<file path="config.mk">
export PLATFORM = sky130hd
export DESIGN_NAME = cpu_bus_master
export DESIGN_NICKNAME = d
export VERILOG_FILES = /design/src/rtl/cpu_bus_pkg.sv /design/src/rtl/bus_lane_unit.sv /design/src/rtl/cpu_bus_master.sv
export SDC_FILE = /design/constraint.sdc
export NUM_CORES = 1
export LEC_CHECK = 0
export CORE_UTILIZATION = 30
export DETAILED_ROUTE_END_ITERATION = 16
export PLACE_DENSITY_LB_ADDON = 0.05
export SETUP_SLACK_MARGIN = 0.3
export SLEW_MARGIN = 40
export SYNTH_ARGS = -nofsm -noshare
export SYNTH_HDL_FRONTEND = slang
export SYNTH_SLANG_ARGS = --single-unit
</file>
<file path="constraint.sdc">
create_clock -name clk -period 3.1 [get_ports clk]
set_input_delay 0.31 -clock clk [delete_from_list [all_inputs] [get_ports clk]]
set_output_delay 0.31 -clock clk [all_outputs]
set_load 0.02 [all_outputs]
</file>
<file path="src/rtl/cpu_bus_pkg.sv">
// ----------------------------------------------------------------------------
// cpu_bus_pkg
// Shared definitions for the CPU bus master: request size encodings, the
// access FSM state type and a helper that sizes the read-latency counter.
// ----------------------------------------------------------------------------
package cpu_bus_pkg;

  // reqSize encodings
  localparam logic [1:0] SZ_BYTE = 2'b00;
  localparam logic [1:0] SZ_HALF = 2'b01;
  localparam logic [1:0] SZ_WORD = 2'b10;
  localparam logic [1:0] SZ_RSVD = 2'b11;

  // Access sequencer states
  typedef enum logic [1:0] {
    ST_IDLE = 2'b00,
    ST_BUS  = 2'b01,
    ST_WAIT = 2'b10,
    ST_RESP = 2'b11
  } state_t;

  // Width of a counter that must hold the values 1..wait_cycles.
  function automatic int wait_cnt_width(input int wait_cycles);
    return $clog2(wait_cycles + 1);
  endfunction

endpackage

</file>
<file path="src/rtl/bus_lane_unit.sv">
// ----------------------------------------------------------------------------
// bus_lane_unit
// Purely combinational byte-lane logic for the CPU bus master.
//   i_addr_lo  : byte offset within the 32-bit word
//   i_size     : access size (SZ_BYTE / SZ_HALF / SZ_WORD / reserved)
//   i_signed   : sign-extend byte/half loads
//   i_wdata    : right-justified store data
//   i_rdata    : word read back from the bus
//   o_we       : per-byte write enables (bit n covers data[8n+7:8n])
//   o_wdata    : store data replicated across all lanes
//   o_rdata    : extracted and extended load data
//   o_misalign : access is misaligned or uses the reserved size
// ----------------------------------------------------------------------------
module bus_lane_unit
  import cpu_bus_pkg::*;
(
  input  logic [1:0]  i_addr_lo,
  input  logic [1:0]  i_size,
  input  logic        i_signed,
  input  logic [31:0] i_wdata,
  input  logic [31:0] i_rdata,
  output logic [3:0]  o_we,
  output logic [31:0] o_wdata,
  output logic [31:0] o_rdata,
  output logic        o_misalign
);

  logic [7:0]  w_lane [4];
  logic [7:0]  w_byte;
  logic [15:0] w_half;

  // Split the read word into its four little-endian byte lanes.
  genvar gi;
  generate
    for (gi = 0; gi < 4; gi++) begin : g_lane
      assign w_lane[gi] = i_rdata[8*gi +: 8];
    end
  endgenerate

  assign w_byte = w_lane[i_addr_lo];
  assign w_half = i_addr_lo[1] ? i_rdata[31:16] : i_rdata[15:0];

  always_comb begin
    o_we       = 4'b0000;
    o_wdata    = i_wdata;
    o_rdata    = 32'h0000_0000;
    o_misalign = 1'b0;
    case (i_size)
      SZ_BYTE: begin
        o_we    = 4'b0001 << i_addr_lo;
        o_wdata = {4{i_wdata[7:0]}};
        o_rdata = {{24{i_signed & w_byte[7]}}, w_byte};
      end
      SZ_HALF: begin
        o_we       = i_addr_lo[1] ? 4'b1100 : 4'b0011;
        o_wdata    = {2{i_wdata[15:0]}};
        o_rdata    = {{16{i_signed & w_half[15]}}, w_half};
        o_misalign = i_addr_lo[0];
      end
      SZ_WORD: begin
        o_we       = 4'b1111;
        o_rdata    = i_rdata;
        o_misalign = (i_addr_lo != 2'b00);
      end
      default: begin
        o_misalign = 1'b1;
      end
    endcase
  end

endmodule

</file>
<file path="src/rtl/cpu_bus_master.sv">
// ----------------------------------------------------------------------------
// cpu_bus_master
// Turns CPU load/store requests into single-cycle strobes on the CPU memory
// bus, waits out the fixed read latency, and returns extracted load data.
//   WAIT_CYCLES : cycles from the masterEN cycle to valid dataFromBus (>=1)
//   clk / rst   : clock, asynchronous active-high reset
//   req*        : CPU request (valid/ready handshake, fields sampled on accept)
//   rsp*        : one-cycle completion pulse with data and error flag
//   addrBus, masterEN, busWE, busWData : bus master outputs
//   dataFromBus : read data returned by the decoder mux
// ----------------------------------------------------------------------------
module cpu_bus_master
  import cpu_bus_pkg::*;
#(
  parameter int WAIT_CYCLES = 1
) (
  input  logic        clk,
  input  logic        rst,
  input  logic        reqValid,
  input  logic        reqWrite,
  input  logic [1:0]  reqSize,
  input  logic        reqSigned,
  input  logic [31:0] reqAddr,
  input  logic [31:0] reqWData,
  output logic        reqReady,
  output logic        rspValid,
  output logic [31:0] rspData,
  output logic        rspError,
  output logic [31:0] addrBus,
  output logic        masterEN,
  output logic [3:0]  busWE,
  output logic [31:0] busWData,
  input  logic [31:0] dataFromBus
);

  localparam int              CNT_W    = wait_cnt_width(WAIT_CYCLES);
  localparam logic [CNT_W-1:0] CNT_LAST = CNT_W'(WAIT_CYCLES);
  localparam logic [CNT_W-1:0] CNT_ONE  = CNT_W'(1);

  state_t r_state;
  state_t w_state_next;

  logic [CNT_W-1:0] r_wait_cnt;

  // Request fields needed after the accept edge (load extraction, BUS exit).
  logic [1:0] r_addr_lo;
  logic [1:0] r_size;
  logic       r_signed;
  logic       r_write;

  logic        r_rsp_valid;
  logic [31:0] r_rsp_data;
  logic        r_rsp_error;
  logic [31:0] r_addr_bus;
  logic        r_master_en;
  logic [3:0]  r_bus_we;
  logic [31:0] r_bus_wdata;

  logic        w_sel_req;
  logic        w_accept;
  logic        w_last_wait;
  logic        w_enter_resp;
  logic [1:0]  w_lane_addr;
  logic [1:0]  w_lane_size;
  logic        w_lane_signed;
  logic [3:0]  w_lane_we;
  logic [31:0] w_lane_wdata;
  logic [31:0] w_lane_rdata;
  logic        w_misalign;

  // IDLE and RESP are the only states that take requests.
  assign w_sel_req = (r_state == ST_IDLE) || (r_state == ST_RESP);
  assign reqReady  = w_sel_req;

  // One lane unit serves both directions: while accepting it sees the live
  // request (error check, store alignment); while waiting it sees the
  // registered request so the load extraction uses the accepted fields.
  assign w_lane_addr   = w_sel_req ? reqAddr[1:0] : r_addr_lo;
  assign w_lane_size   = w_sel_req ? reqSize      : r_size;
  assign w_lane_signed = w_sel_req ? reqSigned    : r_signed;

  bus_lane_unit u_lane (
    .i_addr_lo  (w_lane_addr),
    .i_size     (w_lane_size),
    .i_signed   (w_lane_signed),
    .i_wdata    (reqWData),
    .i_rdata    (dataFromBus),
    .o_we       (w_lane_we),
    .o_wdata    (w_lane_wdata),
    .o_rdata    (w_lane_rdata),
    .o_misalign (w_misalign)
  );

  // State register
  always_ff @(posedge clk or posedge rst) begin
    if (rst) begin
      r_state <= ST_IDLE;
    end else begin
      r_state <= w_state_next;
    end
  end

  // Next-state decode
  always_comb begin
    w_state_next = r_state;
    w_accept     = 1'b0;
    w_last_wait  = 1'b0;
    case (r_state)
      ST_IDLE, ST_RESP: begin
        if (reqValid) begin
          w_accept     = 1'b1;
          w_state_next = w_misalign ? ST_RESP : ST_BUS;
        end else begin
          w_state_next = ST_IDLE;
        end
      end
      ST_BUS: begin
        w_state_next = r_write ? ST_RESP : ST_WAIT;
      end
      ST_WAIT: begin
        if (r_wait_cnt == CNT_LAST) begin
          w_last_wait  = 1'b1;
          w_state_next = ST_RESP;
        end
      end
      default: begin
        w_state_next = ST_IDLE;
      end
    endcase
  end

  // Every entry into RESP (including RESP->RESP on a back-to-back error)
  // produces exactly one rspValid pulse.
  assign w_enter_resp = (w_state_next == ST_RESP);

  // Output, counter and request-capture registers
  always_ff @(posedge clk or posedge rst) begin
    if (rst) begin
      r_wait_cnt  <= '0;
      r_addr_lo   <= 2'b00;
      r_size      <= 2'b00;
      r_signed    <= 1'b0;
      r_write     <= 1'b0;
      r_rsp_valid <= 1'b0;
      r_rsp_data  <= 32'h0000_0000;
      r_rsp_error <= 1'b0;
      r_addr_bus  <= 32'h0000_0000;
      r_master_en <= 1'b0;
      r_bus_we    <= 4'b0000;
      r_bus_wdata <= 32'h0000_0000;
    end else begin
      // Bus strobes are registered at accept so they appear in the BUS cycle.
      r_master_en <= w_accept & ~w_misalign;
      r_bus_we    <= (w_accept & ~w_misalign & reqWrite) ? w_lane_we : 4'b0000;
      r_rsp_valid <= w_enter_resp;
      r_rsp_error <= w_accept & w_misalign;

      if (w_accept) begin
        r_addr_lo <= reqAddr[1:0];
        r_size    <= reqSize;
        r_signed  <= reqSigned;
        r_write   <= reqWrite;
      end

      if (w_accept && !w_misalign) begin
        r_addr_bus <= {reqAddr[31:2], 2'b00};
      end

      if (w_accept && !w_misalign && reqWrite) begin
        r_bus_wdata <= w_lane_wdata;
      end

      if (r_state == ST_BUS) begin
        r_wait_cnt <= CNT_ONE;
      end else if ((r_state == ST_WAIT) && !w_last_wait) begin
        r_wait_cnt <= r_wait_cnt + CNT_ONE;
      end

      if (w_last_wait) begin
        r_rsp_data <= w_lane_rdata;
      end else if (w_enter_resp) begin
        r_rsp_data <= 32'h0000_0000;
      end
    end
  end

  assign rspValid = r_rsp_valid;
  assign rspData  = r_rsp_data;
  assign rspError = r_rsp_error;
  assign addrBus  = r_addr_bus;
  assign masterEN = r_master_en;
  assign busWE    = r_bus_we;
  assign busWData = r_bus_wdata;

endmodule

</file>
==> impl_metrics.tcl <==
set metrics [dict create \
    status "finished clean" \
    avgSynthCellArea_um2 9.885 \
    drc 0 \
    synth_top_flop_cell "dfrtp_1" \
    dp.cells 949 \
    slew_violations 0 \
    grt_max_degree 45 \
    grtUsageTotal_pct 18.82 \
    p_leak_nw 3.285 \
    max_freq_mhz 371.7 \
    grt_use_met2_pct 28.43 \
    clock_latency_ns 0.36 \
    maxSlewHeadroom_pct 54.17 \
    yosysUniqueCellTypes 48 \
    arrival_ns 2.93 \
    fin_area_um2 7979 \
    cts_root_buf "clkbuf_16" \
    r2r_end "rspData[7]$_DFFE_PP0P_" \
    gp_congestion 0.8380 \
    cts_buffer_depth 2 \
    placed_cell_area_um2 7629 \
    cts_tree "yes" \
    fillers 1653 \
    antenna_found_initial 0 \
    grt_pass1_wl_um 26080 \
    r2r-start "r_state[0]$_DFF_PP0_" \
    die_h_um 135.8 \
    grt_pass1_vias 4624 \
    rows 48 \
    start_kind "flop" \
    wire_per_inst_um 17.88 \
    yosys_warnings 0 \
    antenna_cells 0 \
    ys_ff_latch 110 \
    worst_slew_pin_slew_ns 0.6837 \
    vias_per_cell 5.101 \
    wl_um 17300 \
    rrSetupSlack_ns 0.41 \
    period_needed_ns 2.690 \
    hold_viol_final 0 \
    num_vias 4938 \
    use_met1_pct 26.59 \
    cts_inserted_buffers 9 \
    ir_worst_vdd_mv 0.4132 \
    ant_nets 0 \
    worst_path_largest_cell_delay_ns 0.52 \
    ioPinCount 207 \
    powerDensity_nw_per_um2 1157 \
    io_buffers 204 \
    synth_area_um2 5368 \
    synth_cells 543 \
    tns_ns 0 \
    rr_worst_depth 9 \
    path_max_fanout 26 \
    clk_pin_slew_ns 0.08 \
    finClkSkew_ns 0.01211 \
    cap_viol_max_count 0 \
    grt_setup_unrepaired "false" \
    synth_edf_count 0 \
    core_area_um2 17360 \
    path_cells "inv_1 -> ha_1 -> buf_4 -> or3b_1 -> a21oi_1 -> nor4_4 -> buf_4 -> a22o_1 -> a221o_1" \
    critPathCaptureType "flop" \
    whs_ns 0.2493 \
    grt_overflow_total 0 \
    first_pass_iters 7 \
    drive_above_1_share_pct 11.98 \
    min-delay-path-class "primary input to async pin" \
    first_iter_violations 282 \
    grtUsageMet3_pct 3.292 \
    start_util_pct 30.93 \
    cpMostUsedCell "buf_4" \
    worstSetupPathType "flop to flop" \
    die-area_um2 18430 \
    cpMaxStageDelayCell "or3b_1" \
    seq_area_frac_synth_pct 51.28 \
    cts_num_sinks 110 \
    syn_to_final_growth_pct 48.65 \
    stdcell_count 968 \
    htreeDepth 3 \
    die_w_um 135.8 \
    async_flop_share_pct 100.0 \
    required_ns 3.34 \
    finalNetCount 843 \
    top_usage_layer "met2" \
    fin_crit_sh_pct 86.78 \
    setup-violations-final 0 \
    dp_hpwl_um 12790 \
]
## metrics by stage
step | power, mW | util, % | setup WS [ns]
floorplan | 6.023 | - | 0.6740
global placement | 7.968 | 43.95 | 0.3992
detailed placement | 8.065 | 43.95 | 0.2418
CTS | 9.270 | 45.73 | 0.3056
global route | 9.876 | 45.97 | 0.3031
finish | 9.229 | 45.97 | 0.4099
## cell usage in the layout (no fill, tap or decap), types with 3 or more instances in the layout
| cell type | instances |
|---|---|
| clkdlybuf4s50_1 | 204 |
| nand2_1 | 124 |
| dfrtp_1 | 110 |
| a21oi_1 | 50 |
| o21ai_0 | 35 |
| mux2_2 | 31 |
| nand3_1 | 22 |
| nor2_1 | 20 |
| a31oi_1 | 16 |
| o21ai_1 | 15 |
| buf_4 | 12 |
| a222oi_1 | 10 |
| clkbuf_16 | 9 |
| mux2_1 | 8 |
| mux2i_1 | 7 |
| a2111oi_0 | 6 |
| a221oi_1 | 5 |
| mux2i_4 | 3 |
| and2_1 | 3 |
| nand3b_1 | 3 |
| inv_1 | 3 |
| or2_2 | 3 |
| buf_12 | 3 |
## routing by layer
layer	share of wire (%)	wire length, µm
met5	0	0
met1	46	7948
met3	6.9	1198
met4	1.9	324
met2	45	7832
## what timing repair did
action                                  4_1_cts  5_1_grt
setup buffers                                 2        0
hold buffers                                  0        0
gates resized for setup                       0        4
endpoints found under the setup margin        8       60
pin swaps                                     1        0
## synth_stat cells (all sizes together) (3+ instances only)
cell type	number	area [µm²]
dfrtp	110	2753
a2111oi	6	52.55
o21ai	51	259.0
nand3	24	137.6
mux2	40	454.2
and2	3	18.77
clkbuf	11	41.29
or3b	3	26.28
mux2i	10	125.1
nand2	124	465.5
nand3b	3	22.52
buf	27	185.2
a21oi	53	269.0
a31oi	16	100.1
or2	3	18.77
inv	4	15.01
a221oi	5	43.79
nor2	20	75.07
a222oi	10	100.1
## where the power goes
group	internal (mW)	switching [mW]
clock network	0.581	0.560
logic	2.45	3.25
registers	2.05	0.344
## worst max path at each step
stage / end / slack [ns] / startpoint
floorplan: addrBus[12]$_DFFE_PP0P_ / 0.67 / r_state[0]$_DFF_PP0_
global placement: rspData[14]$_DFFE_PP0P_ / 0.40 / reqAddr[0]
detailed placement: rspData[13]$_DFFE_PP0P_ / 0.24 / r_state[0]$_DFF_PP0_
CTS: addrBus[5]$_DFFE_PP0P_ / 0.31 / r_state[0]$_DFF_PP0_
global route: rspData[7]$_DFFE_PP0P_ / 0.30 / r_state[0]$_DFF_PP0_
finish: rspData[7]$_DFFE_PP0P_ / 0.41 / r_state[0]$_DFF_PP0_
## area by class of cell
| type | count | area, µm² | share of cell area (%) |
|---|---|---|---|
| multi-input cells | 392 | 2417 | 30.30 |
| inverters | 4 | 18.77 | 0.2352 |
| repair buffers | 221 | 2215 | 27.76 |
| clock buffers | 10 | 239.0 | 2.995 |
| clock inverters | 6 | 55.05 | 0.6900 |
| flip-flops and latches | 110 | 2753 | 34.50 |
| well taps | 225 | 281.5 | 3.528 |
## registers in the layout (all words and copies together), names as in the netlist
register and flops:
addrBus 30, busWData 32, busWE 4, masterEN 1, r_addr_lo 2, r_signed 1
r_size 2, r_state 2, r_wait_cnt 1, r_write 1, rspData 32, rspError 1
rspValid 1
## cells by family (layout without fill, tap and decap cells)
kind of cell | Yosys count | count (layout) | synth area share [%]
fa+ha+maj | 2 | 2 | 0.4661
compound gates | 148 | 148 | 16.78
simple gates | 190 | 190 | 16.11
buf+inv | 42 | 241 | 4.499
mux | 50 | 50 | 10.79
flops | 110 | 110 | 51.28
other cells | 1 | 2 | 0.06986
## critical path, delay by kind of cell, from the launching register on
kind | cells | cell delay, ns
adders and majority gates | 1 | 0.27
and+or+nand+nor | 2 | 0.61
buffers and inverters | 3 | 0.56
AOI/OAI and AO/OA | 3 | 0.76
DFF | 1 | 0.37
No activity file was read; power rests on OpenSTA's default activity.
